<file path="config.mk">
export PLATFORM = sky130hd
export DESIGN_NAME = stepper_move_queue_flat
export DESIGN_NICKNAME = d
export VERILOG_FILES = /design/src/rtl/stepper_move_queue_if.sv /design/src/rtl/stepper_move_queue.sv /design/src/flat_wrapper.sv
export SDC_FILE = /design/constraint.sdc
export NUM_CORES = 1
export LEC_CHECK = 0
export BUFFER_PORTS_ARGS = -buffer_cell sky130_fd_sc_hd__buf_2
export CORE_UTILIZATION = 50
export CTS_CLUSTER_SIZE = 40
export DETAILED_ROUTE_END_ITERATION = 10
export GPL_TIMING_DRIVEN = 0
export PLACE_DENSITY_LB_ADDON = 0.12
export SLEW_MARGIN = 20
export SYNTH_ARGS = -nofsm -noshare
export SYNTH_HDL_FRONTEND = slang
export SYNTH_SLANG_ARGS = --single-unit
</file>
<file path="constraint.sdc">
create_clock -name clock -period 3.09 [get_ports clock]
set_input_delay 0.1545 -clock clock [delete_from_list [all_inputs] [get_ports clock]]
set_output_delay 0.1545 -clock clock [all_outputs]
set_load 0.05 [all_outputs]
</file>
<file path="src/rtl/stepper_move_queue_if.sv">
// Move-source / stepper-driver bundle for stepper_move_queue: move push handshake,
// queue status and the shared step/dir bus with per-motor enables.
interface stepper_move_queue_if #(
  parameter int NUM_MOTORS  = 6,
  parameter int QUEUE_DEPTH = 16
) ();
  localparam int FACE_W = $clog2(NUM_MOTORS);
  localparam int CNT_W  = $clog2(QUEUE_DEPTH) + 1;

  logic [FACE_W+1:0]     move_in;
  logic                  move_valid;
  logic                  move_ready;
  logic                  flush;
  logic                  busy;
  logic [CNT_W-1:0]      queue_count;
  logic                  moves_done;
  logic                  error;
  logic                  dir_pin;
  logic                  step_pin;
  logic [NUM_MOTORS-1:0] en_pins;

  modport master (
    output move_in, move_valid, flush,
    input  move_ready, busy, queue_count, moves_done, error, dir_pin, step_pin, en_pins
  );

  modport slave (
    input  move_in, move_valid, flush,
    output move_ready, busy, queue_count, moves_done, error, dir_pin, step_pin, en_pins
  );
endinterface

</file>
<file path="src/rtl/stepper_move_queue.sv">
// Queued face-move sequencer: buffers moves in a FIFO and plays each one out as an
// enable-settle, step pulse train, settle-disable sequence on a shared step/dir bus.
module stepper_move_queue #(
  parameter int NUM_MOTORS        = 6,
  parameter int STEPS_PER_QUARTER = 50,
  parameter int STEP_HALF_PERIOD  = 12500,
  parameter int SETTLE_CYCLES     = 25000,
  parameter int QUEUE_DEPTH       = 16
) (
  input  logic                 clock,
  input  logic                 reset_n,
  stepper_move_queue_if.slave  bus
);

  localparam int FACE_W  = $clog2(NUM_MOTORS);
  localparam int MOVE_W  = FACE_W + 2;
  localparam int PTR_W   = $clog2(QUEUE_DEPTH);
  localparam int CNT_W   = PTR_W + 1;
  localparam int STEP_W  = $clog2(2 * STEPS_PER_QUARTER + 1);
  localparam int DLY_MAX = (SETTLE_CYCLES > STEP_HALF_PERIOD) ? SETTLE_CYCLES : STEP_HALF_PERIOD;
  localparam int DLY_W   = $clog2(DLY_MAX + 1);

  localparam logic [CNT_W-1:0]      FULL_CNT    = CNT_W'(QUEUE_DEPTH);
  localparam logic [DLY_W-1:0]      SETTLE_LOAD = DLY_W'(SETTLE_CYCLES - 1);
  localparam logic [DLY_W-1:0]      HALF_LOAD   = DLY_W'(STEP_HALF_PERIOD - 1);
  localparam logic [NUM_MOTORS-1:0] ONE_HOT     = NUM_MOTORS'(1);
  localparam logic [NUM_MOTORS-1:0] ALL_OFF     = '1;

  typedef enum logic [2:0] {
    IDLE, LOAD, ENABLE, STEP_HI, STEP_LO, DISABLE, DONE
  } state_t;

  function automatic logic [STEP_W-1:0] steps_for(input logic [1:0] turn);
    return (turn == 2'b11) ? STEP_W'(2 * STEPS_PER_QUARTER) : STEP_W'(STEPS_PER_QUARTER);
  endfunction

  state_t                state;
  logic [MOVE_W-1:0]     mem [QUEUE_DEPTH];
  logic [PTR_W-1:0]      wr_ptr;
  logic [PTR_W-1:0]      rd_ptr;
  logic [CNT_W-1:0]      count;
  logic [MOVE_W-1:0]     move_q;
  logic [FACE_W-1:0]     face_q;
  logic [1:0]            turn_q;
  logic [STEP_W-1:0]     steps;
  logic [DLY_W-1:0]      dly;
  logic                  step_pin;
  logic                  dir_pin;
  logic [NUM_MOTORS-1:0] en_pins;
  logic                  moves_done;
  logic                  error;
  logic                  push_ok;
  logic                  pop;

  // A flush in the same cycle as a push or pop wins: nothing enters or leaves.
  assign push_ok = bus.move_valid && (count != FULL_CNT) && !bus.flush;
  assign pop     = (state == IDLE) && (count != '0) && !bus.flush;
  assign face_q  = move_q[FACE_W-1:0];
  assign turn_q  = move_q[MOVE_W-1:FACE_W];

  always_ff @(posedge clock or negedge reset_n) begin
    if (!reset_n) begin
      wr_ptr <= '0;
      rd_ptr <= '0;
      count  <= '0;
    end else if (bus.flush) begin
      rd_ptr <= wr_ptr;
      count  <= '0;
    end else begin
      if (push_ok) wr_ptr <= wr_ptr + PTR_W'(1);
      if (pop)     rd_ptr <= rd_ptr + PTR_W'(1);
      unique case ({push_ok, pop})
        2'b10:   count <= count + CNT_W'(1);
        2'b01:   count <= count - CNT_W'(1);
        default: count <= count;
      endcase
    end
  end

  always_ff @(posedge clock) begin
    if (push_ok) mem[wr_ptr] <= bus.move_in;
  end

  always_ff @(posedge clock) begin
    if (pop) move_q <= mem[rd_ptr];
  end

  always_ff @(posedge clock or negedge reset_n) begin
    if (!reset_n) begin
      state      <= IDLE;
      steps      <= '0;
      dly        <= '0;
      step_pin   <= 1'b0;
      dir_pin    <= 1'b0;
      en_pins    <= ALL_OFF;
      moves_done <= 1'b0;
      error      <= 1'b0;
    end else begin
      moves_done <= 1'b0;
      error      <= 1'b0;
      unique case (state)
        IDLE: begin
          if (pop) state <= LOAD;
        end
        LOAD: begin
          if (int'(face_q) >= NUM_MOTORS) begin
            error <= 1'b1;
            state <= IDLE;
          end else if (turn_q == 2'b00) begin
            state <= IDLE;
          end else begin
            en_pins <= ~(ONE_HOT << face_q);
            dir_pin <= (turn_q != 2'b10);
            steps   <= steps_for(turn_q);
            dly     <= SETTLE_LOAD;
            state   <= ENABLE;
          end
        end
        ENABLE: begin
          if (dly == '0) begin
            step_pin <= 1'b1;
            dly      <= HALF_LOAD;
            state    <= STEP_HI;
          end else begin
            dly <= dly - DLY_W'(1);
          end
        end
        STEP_HI: begin
          if (dly == '0) begin
            step_pin <= 1'b0;
            dly      <= HALF_LOAD;
            state    <= STEP_LO;
          end else begin
            dly <= dly - DLY_W'(1);
          end
        end
        STEP_LO: begin
          if (dly == '0) begin
            steps <= steps - STEP_W'(1);
            if (steps == STEP_W'(1)) begin
              dly   <= SETTLE_LOAD;
              state <= DISABLE;
            end else begin
              step_pin <= 1'b1;
              dly      <= HALF_LOAD;
              state    <= STEP_HI;
            end
          end else begin
            dly <= dly - DLY_W'(1);
          end
        end
        DISABLE: begin
          if (dly == '0) begin
            en_pins <= ALL_OFF;
            state   <= DONE;
          end else begin
            dly <= dly - DLY_W'(1);
          end
        end
        DONE: begin
          moves_done <= 1'b1;
          state      <= IDLE;
        end
        default: state <= IDLE;
      endcase
    end
  end

  assign bus.move_ready  = (count != FULL_CNT);
  assign bus.busy        = (state != IDLE) || (count != '0);
  assign bus.queue_count = count;
  assign bus.moves_done  = moves_done;
  assign bus.error       = error;
  assign bus.dir_pin     = dir_pin;
  assign bus.step_pin    = step_pin;
  assign bus.en_pins     = en_pins;

endmodule

</file>
<file path="src/flat_wrapper.sv">
// flat-port wrapper written by rule: the top's interface ports become plain ports
module stepper_move_queue_flat 
#(
  parameter int NUM_MOTORS        = 6,
  parameter int STEPS_PER_QUARTER = 50,
  parameter int STEP_HALF_PERIOD  = 12500,
  parameter int SETTLE_CYCLES     = 25000,
  parameter int QUEUE_DEPTH       = 16
)
  (clock, reset_n, bus_move_in, bus_move_valid, bus_flush, bus_move_ready, bus_busy, bus_queue_count, bus_moves_done, bus_error, bus_dir_pin, bus_step_pin, bus_en_pins);
  stepper_move_queue_if #(.NUM_MOTORS(NUM_MOTORS), .QUEUE_DEPTH(QUEUE_DEPTH)) bus_i ();
  input  logic clock;
  input  logic reset_n;
  input wire logic [$bits(bus_i.move_in)-1:0] bus_move_in;
  input wire logic [$bits(bus_i.move_valid)-1:0] bus_move_valid;
  input wire logic [$bits(bus_i.flush)-1:0] bus_flush;
  output wire logic [$bits(bus_i.move_ready)-1:0] bus_move_ready;
  output wire logic [$bits(bus_i.busy)-1:0] bus_busy;
  output wire logic [$bits(bus_i.queue_count)-1:0] bus_queue_count;
  output wire logic [$bits(bus_i.moves_done)-1:0] bus_moves_done;
  output wire logic [$bits(bus_i.error)-1:0] bus_error;
  output wire logic [$bits(bus_i.dir_pin)-1:0] bus_dir_pin;
  output wire logic [$bits(bus_i.step_pin)-1:0] bus_step_pin;
  output wire logic [$bits(bus_i.en_pins)-1:0] bus_en_pins;
  assign bus_i.move_in = bus_move_in;
  assign bus_i.move_valid = bus_move_valid;
  assign bus_i.flush = bus_flush;
  assign bus_move_ready = bus_i.move_ready;
  assign bus_busy = bus_i.busy;
  assign bus_queue_count = bus_i.queue_count;
  assign bus_moves_done = bus_i.moves_done;
  assign bus_error = bus_i.error;
  assign bus_dir_pin = bus_i.dir_pin;
  assign bus_step_pin = bus_i.step_pin;
  assign bus_en_pins = bus_i.en_pins;
  stepper_move_queue #(.NUM_MOTORS(NUM_MOTORS), .STEPS_PER_QUARTER(STEPS_PER_QUARTER), .STEP_HALF_PERIOD(STEP_HALF_PERIOD), .SETTLE_CYCLES(SETTLE_CYCLES), .QUEUE_DEPTH(QUEUE_DEPTH)) u_core (.clock(clock), .reset_n(reset_n), .bus(bus_i));
endmodule
</file>
### Word level (Yosys, flattened, before mapping)

Memory sizes are Yosys's and may differ from the RTL's. A register that Yosys moved wholly into a read port is not among the register bits.
Index checks and enable logic that the tools add are counted.

* register bits: 48
* memory bits (writable): 80
* input port bits: 9
* memories kept: 1

Memories
* u_core.mem: words 16, bits a word 5, rd ports 1, clocked after Yosys merged registers in 1, write ports 1, line stepper_move_queue.sv:38 `logic [MOVE_W-1:0] mem [QUEUE_DEPTH];`

* add/subtract/negate cells: 6
* magnitude comparators: 1
* equal/unequal tests: 21
* shift operators: 1
* multiplexer cells: 39
* bitwise logic cells: 4
* reductions and logical operators: 25

Operators by type and width (number)
* $mux 15: 6
* $pmux 15 s4: 1
* $mux 7: 4
* $mux 3: 7
* $mux 6: 3
* $pmux 3 s6: 1
* $logic_not 15->1: 1
* $sub 15x1->15 const B: 1
* $pmux 7 s2: 1
* $pmux 6 s2: 1
* $reduce_and 4->1: 3
* $ne 2x1->1 const B: 5
* $ne 2x2->1 const B: 5
* $pmux 5 s2: 1
* $reduce_and 5->1: 2
* $eq 3x3->1 const B: 3
* $mux 1: 9
* $reduce_bool 3->1: 3
* $add 4x1->4 const B: 2
* $mux 4: 2
* $eq 7x1->1 const B: 1
* $sub 7x1->7 const B: 1
* $eq 3x2->1 const B: 2
* $not 6->6: 1
* 23 further kinds: 31

### Logic depth before layout (Yosys ltp)

Gate-level depths: netlist (run 1).

* word-level depth: 6
* mapped depth: 10
* depth with buffers taken out: 9

### Least setup slack after synthesis (run 1)

Ideal clock, no wire load.

* path type: reg2reg
* from: reg u_core.count[1], in the netlist u_core.bus.queue_count[1]
* to: reg u_core.count[4], in the netlist u_core.bus.queue_count[4]
* library setup time: 0.078 ns
* data arrival time: 3.020 ns
* required time: 3.012 ns
* path slack: -0.008 ns
* cell stages (with the launch flop): 11
* path buffers: 1
* clock period less this slack: 3.098 ns
* cell sequence: dfrtp_1 > clkbuf_1 > or4_1 > o211ai_1 > xnor2_1 > ha_1 > or3_1 > a21oi_1 > mux2i_1 > or3_1 > a21oi_1

* word-level cells in the longest chain between the ends: 6

RTL lines
* start, declared: line stepper_move_queue.sv:41 `logic [CNT_W-1:0] count;`
* start signal, assigned: line stepper_move_queue.sv:73 `2'b10: count <= count + CNT_W'(1);`
* start signal, assigned: line stepper_move_queue.sv:74 `2'b01: count <= count - CNT_W'(1);`
* start signal, assigned: line stepper_move_queue.sv:75 `default: count <= count;`
* $ne 5x5->1 / $reduce_bool 5->1 (equally long branches): line stepper_move_queue.sv:56, stepper_move_queue.sv:57
* $logic_and 1x1->1 (on tied branches) (2 in a row): line stepper_move_queue.sv:56, stepper_move_queue.sv:57
* $eq 2x1->1 / $eq 2x2->1 (equally long branches): line stepper_move_queue.sv:72 `unique case ({push_ok, pop})`
* $pmux 5 s2: line stepper_move_queue.sv:72
* $mux 5: line stepper_move_queue.sv:66 `end else if (bus.flush) begin`

Parallel ways exist; a longest one is shown, timed or not.
A chain may end at the register's enable or synchronous reset.

### Final worst setup path (run 1)

* from: reg u_core.state[1]
* to: reg u_core.count[4], in the netlist u_core.bus.queue_count[4]

* word-level cells in the longest chain between the ends: 6

RTL lines
* start, declared: line stepper_move_queue.sv:37 `state_t state;`
* start signal, assigned: line stepper_move_queue.sv:90 `state <= IDLE;`
* start signal, assigned: line stepper_move_queue.sv:103 `if (pop) state <= LOAD;`
* start signal, assigned: line stepper_move_queue.sv:108 `state <= IDLE;`
* $logic_not 3->1 (*): line stepper_move_queue.sv:57 `assign pop = (state == IDLE) && (count != '0) && !bus.flush;`
* $logic_and 1x1->1 (*) (2 in a row): line stepper_move_queue.sv:57
* $eq 2x1->1 / $eq 2x2->1 (equally long branches): line stepper_move_queue.sv:72
* $pmux 5 s2: line stepper_move_queue.sv:72
* $mux 5: line stepper_move_queue.sv:66

Mark *: on every way between the ends. The rest lies on a longest branch, timed or not.

==> flow_summary.yaml, run 1 <==
run_status:
  outcome: "finished, final reports clean"
clock_tree:
  h-tree-depth: 4
  cts_buffers: 17
  clockBufferDepth: 2
  clk_pin_slew_ns: 0.06
  cts_root_buf: "clkbuf_16"
  cts_tree: "built"
  clock_sinks: 133
  clkLatencyLatePin_ns: 0.42
synth:
  syn_nets: 469
  yosys_warnings: 0
  async_flop_share_pct: 36.1
  synth_area_per_cell_um2: 13.6
  synth_edf_count: 85
  yosysUniqueCellTypes: 59
  yosysTopAreaCell: "edfxtp_1"
  synth_area_leaders: "edfxtp_1, dfrtp_1, mux4_2"
  yosys_register_bits: 133
  yosysTopAreaCellShare_pct: 41.8
  synthCells: 449
  synth_area_um2: 6100
  synth_ff_type: "edfxtp_1"
  ys_seq_area_share_pct: 61.7
route:
  wl_per_cell_um: 19.9
  viasPerCell: 6.02
  detail_route.iter0.violations: 396
  first_pass_iters: 5
  antenna_left: 0
  drc_errors: 0
  wl_um: 12900
  via_count: 3916
final_layout:
  final_area_um2: 7070
  num_antenna_cells: 0
  final_cell_count_no_fill: 650
  final_cell_mix: "edfxtp_1, dfrtp_1, nor2_1"
  multiInputGateArea_um2: 2200
  syn_to_final_growth_pct: 15.9
  fillerInstances: 890
  layout_commonest_cell: "edfxtp_1"
  seq_area_um2: 3760
  fin_nets: 514
  drive_above_1_share_pct: 21.1
setup_path:
  worstReg2RegEnd: "u_core.bus.queue_count[4]"
  worstSetupEndpointType: "flip-flop"
  start_kind: "flip-flop"
  rrSetupSlack_ns: 0.29
  path_max_fanout: 10
  crit_type: "flip-flop to flip-flop"
  cp.arrival_ns: 3.14
  timing.rr.start: "u_core.state[1]"
  cp.required_ns: 3.43
  rr_worst_depth: 10
floorplanning:
  dieArea_um2: 12600
  start_util_pct: 52.3
  num_rows: 39
  die_x_um: 112
  core_area_um2: 11700
  die_y_um: 112
  io_pins: 26
sta:
  setup_viol: 0
  slew_headroom_pct: 34.6
  worst_pin_slew_ns: 0.976
  finalWorstSetupSlack_ns: 0.287
  finClkSkew_ns: 0.00856
  rsz0062_at_grt: "false"
  maxSlewViolCount: 0
  whs_ns: 0.0629
  period_minus_slack_ns: 2.80
  finalHoldViolations: 0
  fmax_mhz: 357
  period_share_pct: 90.7
power:
  power_density_nw_per_um2: 886
  power.total_mw: 6.26
  ir_worst_vdd_mv: 0.476
  p_leak_nw: 2.64
grt:
  grt_overflow: 0
  track_usage_pct: 22.6
  grt_max_degree: 49
  grt_pass1_wl_um: 20900
  grt_pass1_vias: 3776
  grt_antenna_before_repair: 0
place:
  portBuffers: 25
  routabilityCongestion: 0.796
  dpl.cell_count: 617
  dpl_cell_area_um2: 6400
  hpwlAfterDp_um: 8740
  dp_slack_ns: -0.0675
hold_path:
  hold_path.class: "primary input to flip-flop"
  hold_start: "bus_flush"
  hold_depth: 2
  hold_end: "u_core.bus.queue_count[3]"
run:
  maxCapViolCount: 0
==> cell type report <==
type / instances / area share (%)
buffer: 21 / 1.15
timing repair buffer: 27 / 2.05
clock buffer: 18 / 6.07
tap: 143 / 2.53
multi-input combinational: 276 / 31.2
inverter: 18 / 0.956
clock inverter: 14 / 2.85
sequential: 133 / 53.2
==> metrics by stage <==
stage	utilization [%]	setup TNS [ns]
after CTS	60.5	0
final	60.6	0
after global routing	60.6	0
after detailed placement	54.9	-0.0675
after global placement	54.9	0
after floorplan	-	0
==> worst max-delay path: stages, from the launching register on <==
cell and delay [ns]:
dfrtp_1 0.41, clkbuf_1 0.27, nor4_4 0.44, o211ai_1 0.22, xnor2_1 0.18, ha_1 0.22
or3_1 0.31, a21oi_1 0.14, mux2i_1 0.08, or3_1 0.31, a21oi_1 0.14
==> metal layers <==
| metal | vias up | part of all wire (%) | global-route usage [%] | routed length, µm |
|---|---|---|---|---|
| met5 | - | 0 | 0 | 0 |
| met4 | 0 | 1.1 | 6.49 | 144 |
| met3 | 14 | 4.8 | 6.21 | 626 |
| met2 | 110 | 46 | 32.8 | 5950 |
| met1 | 1979 | 48 | 33.4 | 6210 |
| li1 | 1813 | - | - | - |
==> kinds of logic (layout without fill, tap and decap cells) <==
logic type               count (synthesis)  in the layout  synth area share [%]
XOR/XNOR                                12             12                  1.72
flip-flops                             133            133                  61.7
adder cells (fa/ha/maj)                 11             11                  2.26
buffers and inverters                   40             98                  2.50
multiplexers                            30             30                  10.1
AO/OA/AOI/OAI                           95             95                  10.1
AND/OR/NAND/NOR                        128            128                  11.7
==> Yosys cell counts, types with 3 or more instances <==
master and count:
nor3_1 7, and2_1 18, or4_1 4, edfxtp_1 85, ha_1 11, a31oi_1 12, nand2_1 22, o31ai_1 5
nor2b_1 3, nand2b_1 5, xnor2_1 8, and3_1 4, a41oi_1 3, o21ai_0 25, xor2_1 4, nor2_1 29
a21oi_1 25, nand3_1 8, inv_1 18, mux2i_1 4, or3_1 4, clkbuf_1 16, nor4_1 5, a211oi_1 3
or3b_2 3, dfstp_2 6, mux4_2 25, buf_1 4, dfrtp_1 42
==> flip-flops by register name, summed over array words and instances (netlist names), 4 cells and up <==
| register | flops |
|---|---|
| u_core.dly | 15 |
| u_core.mem | 80 |
| u_core.bus.queue_count | 5 |
| u_core.rd_ptr | 4 |
| u_core.steps | 7 |
| u_core.bus.en_pins | 6 |
| u_core.move_q | 5 |
| u_core.wr_ptr | 4 |
==> worst max-delay path by stage <==
stage / startpoint / to / slack, ns / depth (start not counted)
after detailed placement: u_core.state[1] / u_core.bus.queue_count[4] / -0.07 / 10
after floorplan: u_core.bus.queue_count[1] / u_core.bus.queue_count[4] / 0.06 / 10
final: u_core.state[1] / u_core.bus.queue_count[4] / 0.29 / 10
after global routing: u_core.state[1] / u_core.bus.queue_count[4] / 0.06 / 10
after CTS: u_core.bus.queue_count[1] / u_core.bus.queue_count[4] / 0.13 / 10
after global placement: u_core.bus.queue_count[1] / u_core.bus.queue_count[4] / 0.01 / 10
==> power by group <==
| group | internal, mW | total (mW) | leakage [nW] | switching (mW) |
|---|---|---|---|---|
| Combinational | 0.674 | 1.65 | 0.991 | 0.972 |
| Sequential | 2.23 | 2.49 | 1.35 | 0.259 |
| Clock | 1.36 | 2.12 | 0.301 | 0.765 |
| Total | 4.27 | 6.26 | 2.64 | 2.00 |
==> timing repair <==
action / 4_1_cts / 5_1_grt
endpoints found under the hold margin: 42 / 0
endpoints found under the setup margin: 1 / 1
hold buffers: 1 / 0
pin swaps: 1 / 1
gates resized for setup: 1 / 2
buffers inserted: 1 / 0
Note: power is estimated with default switching activity, not from simulation.
==> run 2: changes to the inputs <==
==> constraint.sdc (replaced) <==
create_clock -name clock -period 3.09 [get_ports clock]
set_input_delay 0.1545 -clock clock [delete_from_list [all_inputs] [get_ports clock]]
set_output_delay 0.1545 -clock clock [all_outputs]
set_load 0.02 [all_outputs]
==> flow_summary.yaml, run 2 (synthesis results as in run 1) <==
floorplanning:
  io_pins: 26
  num_rows: 39
  dieArea_um2: 12600
  core_area_um2: 11700
  die_y_um: 112
  die_x_um: 112
  start_util_pct: 52.3
route:
  via_count: 3862
  antenna_left: 0
  detail_route.iter0.violations: 321
  wl_per_cell_um: 19.4
  drc_errors: 0
  wl_um: 12600
  viasPerCell: 5.93
  first_pass_iters: 4
place:
  hpwlAfterDp_um: 8490
  routabilityCongestion: 0.817
  dpl_cell_area_um2: 6400
  dpl.cell_count: 617
  dp_slack_ns: -0.0382
  portBuffers: 25
grt:
  grt_antenna_before_repair: 0
  grt_pass1_vias: 3804
  track_usage_pct: 22.4
  grt_overflow: 0
  grt_max_degree: 49
  grt_pass1_wl_um: 20700
power:
  p_sw_share_pct: 31.1
  power_density_nw_per_um2: 863
  p_seq_share_pct: 40.7
  p_int_mw: 4.19
  clockPowerShare_pct: 34.4
  ir_worst_vdd_mv: 0.675
  comb_power_share_pct: 24.8
  p_leak_nw: 2.65
  p_sw_mw: 1.89
  power.total_mw: 6.08
setup_path:
  crit_type: "flip-flop to flip-flop"
  cp.arrival_ns: 3.18
  start_kind: "flip-flop"
  cp.required_ns: 3.43
  worstSetupEndpointType: "flip-flop"
  path_max_fanout: 9
final_layout:
  final_cell_count_no_fill: 651
  layout_commonest_cell: "edfxtp_1"
  multiInputGateArea_um2: 2200
  final_cell_mix: "edfxtp_1, dfrtp_1, nor2_1"
  largest_register: "u_core.mem"
  post-route-util_pct: 60.4
  drive_above_1_share_pct: 20.7
  fillerInstances: 900
  largest_register_ff_count: 80
  final_area_um2: 7050
  fin_nets: 515
  seq_area_um2: 3760
  syn_to_final_growth_pct: 15.5
  num_antenna_cells: 0
  reg_top3: "u_core.mem: 80 flops, u_core.dly: 15 flops, u_core.steps: 7 flops"
clock_tree:
  cts_tree: "built"
  h-tree-depth: 4
  cts_root_buf: "clkbuf_16"
  clk_pin_slew_ns: 0.06
  clock_sinks: 133
  clkLatencyLatePin_ns: 0.42
  cts_buffers: 17
  clockBufferDepth: 2
sta:
  worst_pin_slew_ns: 1.06
  maxSlewViolCount: 0
  whs_ns: 0.0312
  setup_viol: 0
  finalHoldViolations: 0
  fin_tns_setup_ns: 0
  slew_headroom_pct: 29.6
  rsz0062_at_grt: "false"
  fmax_mhz: 353
  finClkSkew_ns: 0.0110
  finalWorstSetupSlack_ns: 0.256
  period_minus_slack_ns: 2.83
  period_share_pct: 91.7
run_status:
  outcome: "finished, final reports clean"
hold_path:
  hold_path.class: "primary input to flip-flop"
run:
  maxCapViolCount: 0
## run 2: what timing repair did
item	in CTS	in global routing
pin swaps	0	1
endpoints found under the setup margin	1	1
hold buffers	1	0
buffers inserted	0	1
hold endpoints to repair	42	0
resized for setup	1	1
## run 2: power groups by stage
stage / combinational (mW) / sequential (mW) / clock (mW)
3_5_place_dp: 1.51 / 2.51 / 0
2_1_floorplan: 1.05 / 2.51 / 0
5_1_grt: 1.66 / 2.52 / 2.21
4_1_cts: 1.53 / 2.47 / 2.13
6_report: 1.51 / 2.48 / 2.09
3_3_place_gp: 1.48 / 2.50 / 0
## run 2: final timing paths
| check | from | to | slack, ns | cells after the start |
|---|---|---|---|---|
| min | bus_flush | u_core.bus.queue_count[3] | 0.03 | 2 |
| max | u_core.bus.queue_count[1] | u_core.bus.queue_count[4] | 0.26 | 10 |
| max in group asynchronous | reset_n | u_core.bus.queue_count[0] | 2.39 | 2 |
| min reg2reg | u_core.move_q[0] | u_core.bus.en_pins[3] | 0.48 | 1 |
| max reg2reg | u_core.bus.queue_count[1] | u_core.bus.queue_count[4] | 0.26 | 10 |
| min in group asynchronous | reset_n | u_core.steps[2] | 0.29 | 2 |
## run 2: cell type report
cell class / count / area share, %
clock inverters: 15 / 2.66
inverters: 18 / 0.959
repair buffers: 27 / 2.06
multi-input cells: 276 / 31.2
well taps: 143 / 2.54
flip-flops and latches: 133 / 53.4
clock buffers: 17 / 6.04
plain buffers: 22 / 1.21
## run 2: layer usage
metal / global-route usage (%) / wire length (µm) / up-vias
met5: 0 / 0 / -
met4: 7.38 / 125 / 0
met3: 6.86 / 495 / 12
met2: 32.3 / 5770 / 85
met1: 32.4 / 6230 / 1943
li1: - / - / 1822
## run 2: worst max-delay path: stages, from the launching register on
cell      delay, ns
dfrtp_1        0.37
clkbuf_1       0.20
or4_4          0.58
o211ai_1       0.29
xnor2_1        0.10
ha_1           0.22
or3_1          0.31
a21oi_1        0.14
mux2i_1        0.09
or3_1          0.30
a21oi_1        0.15
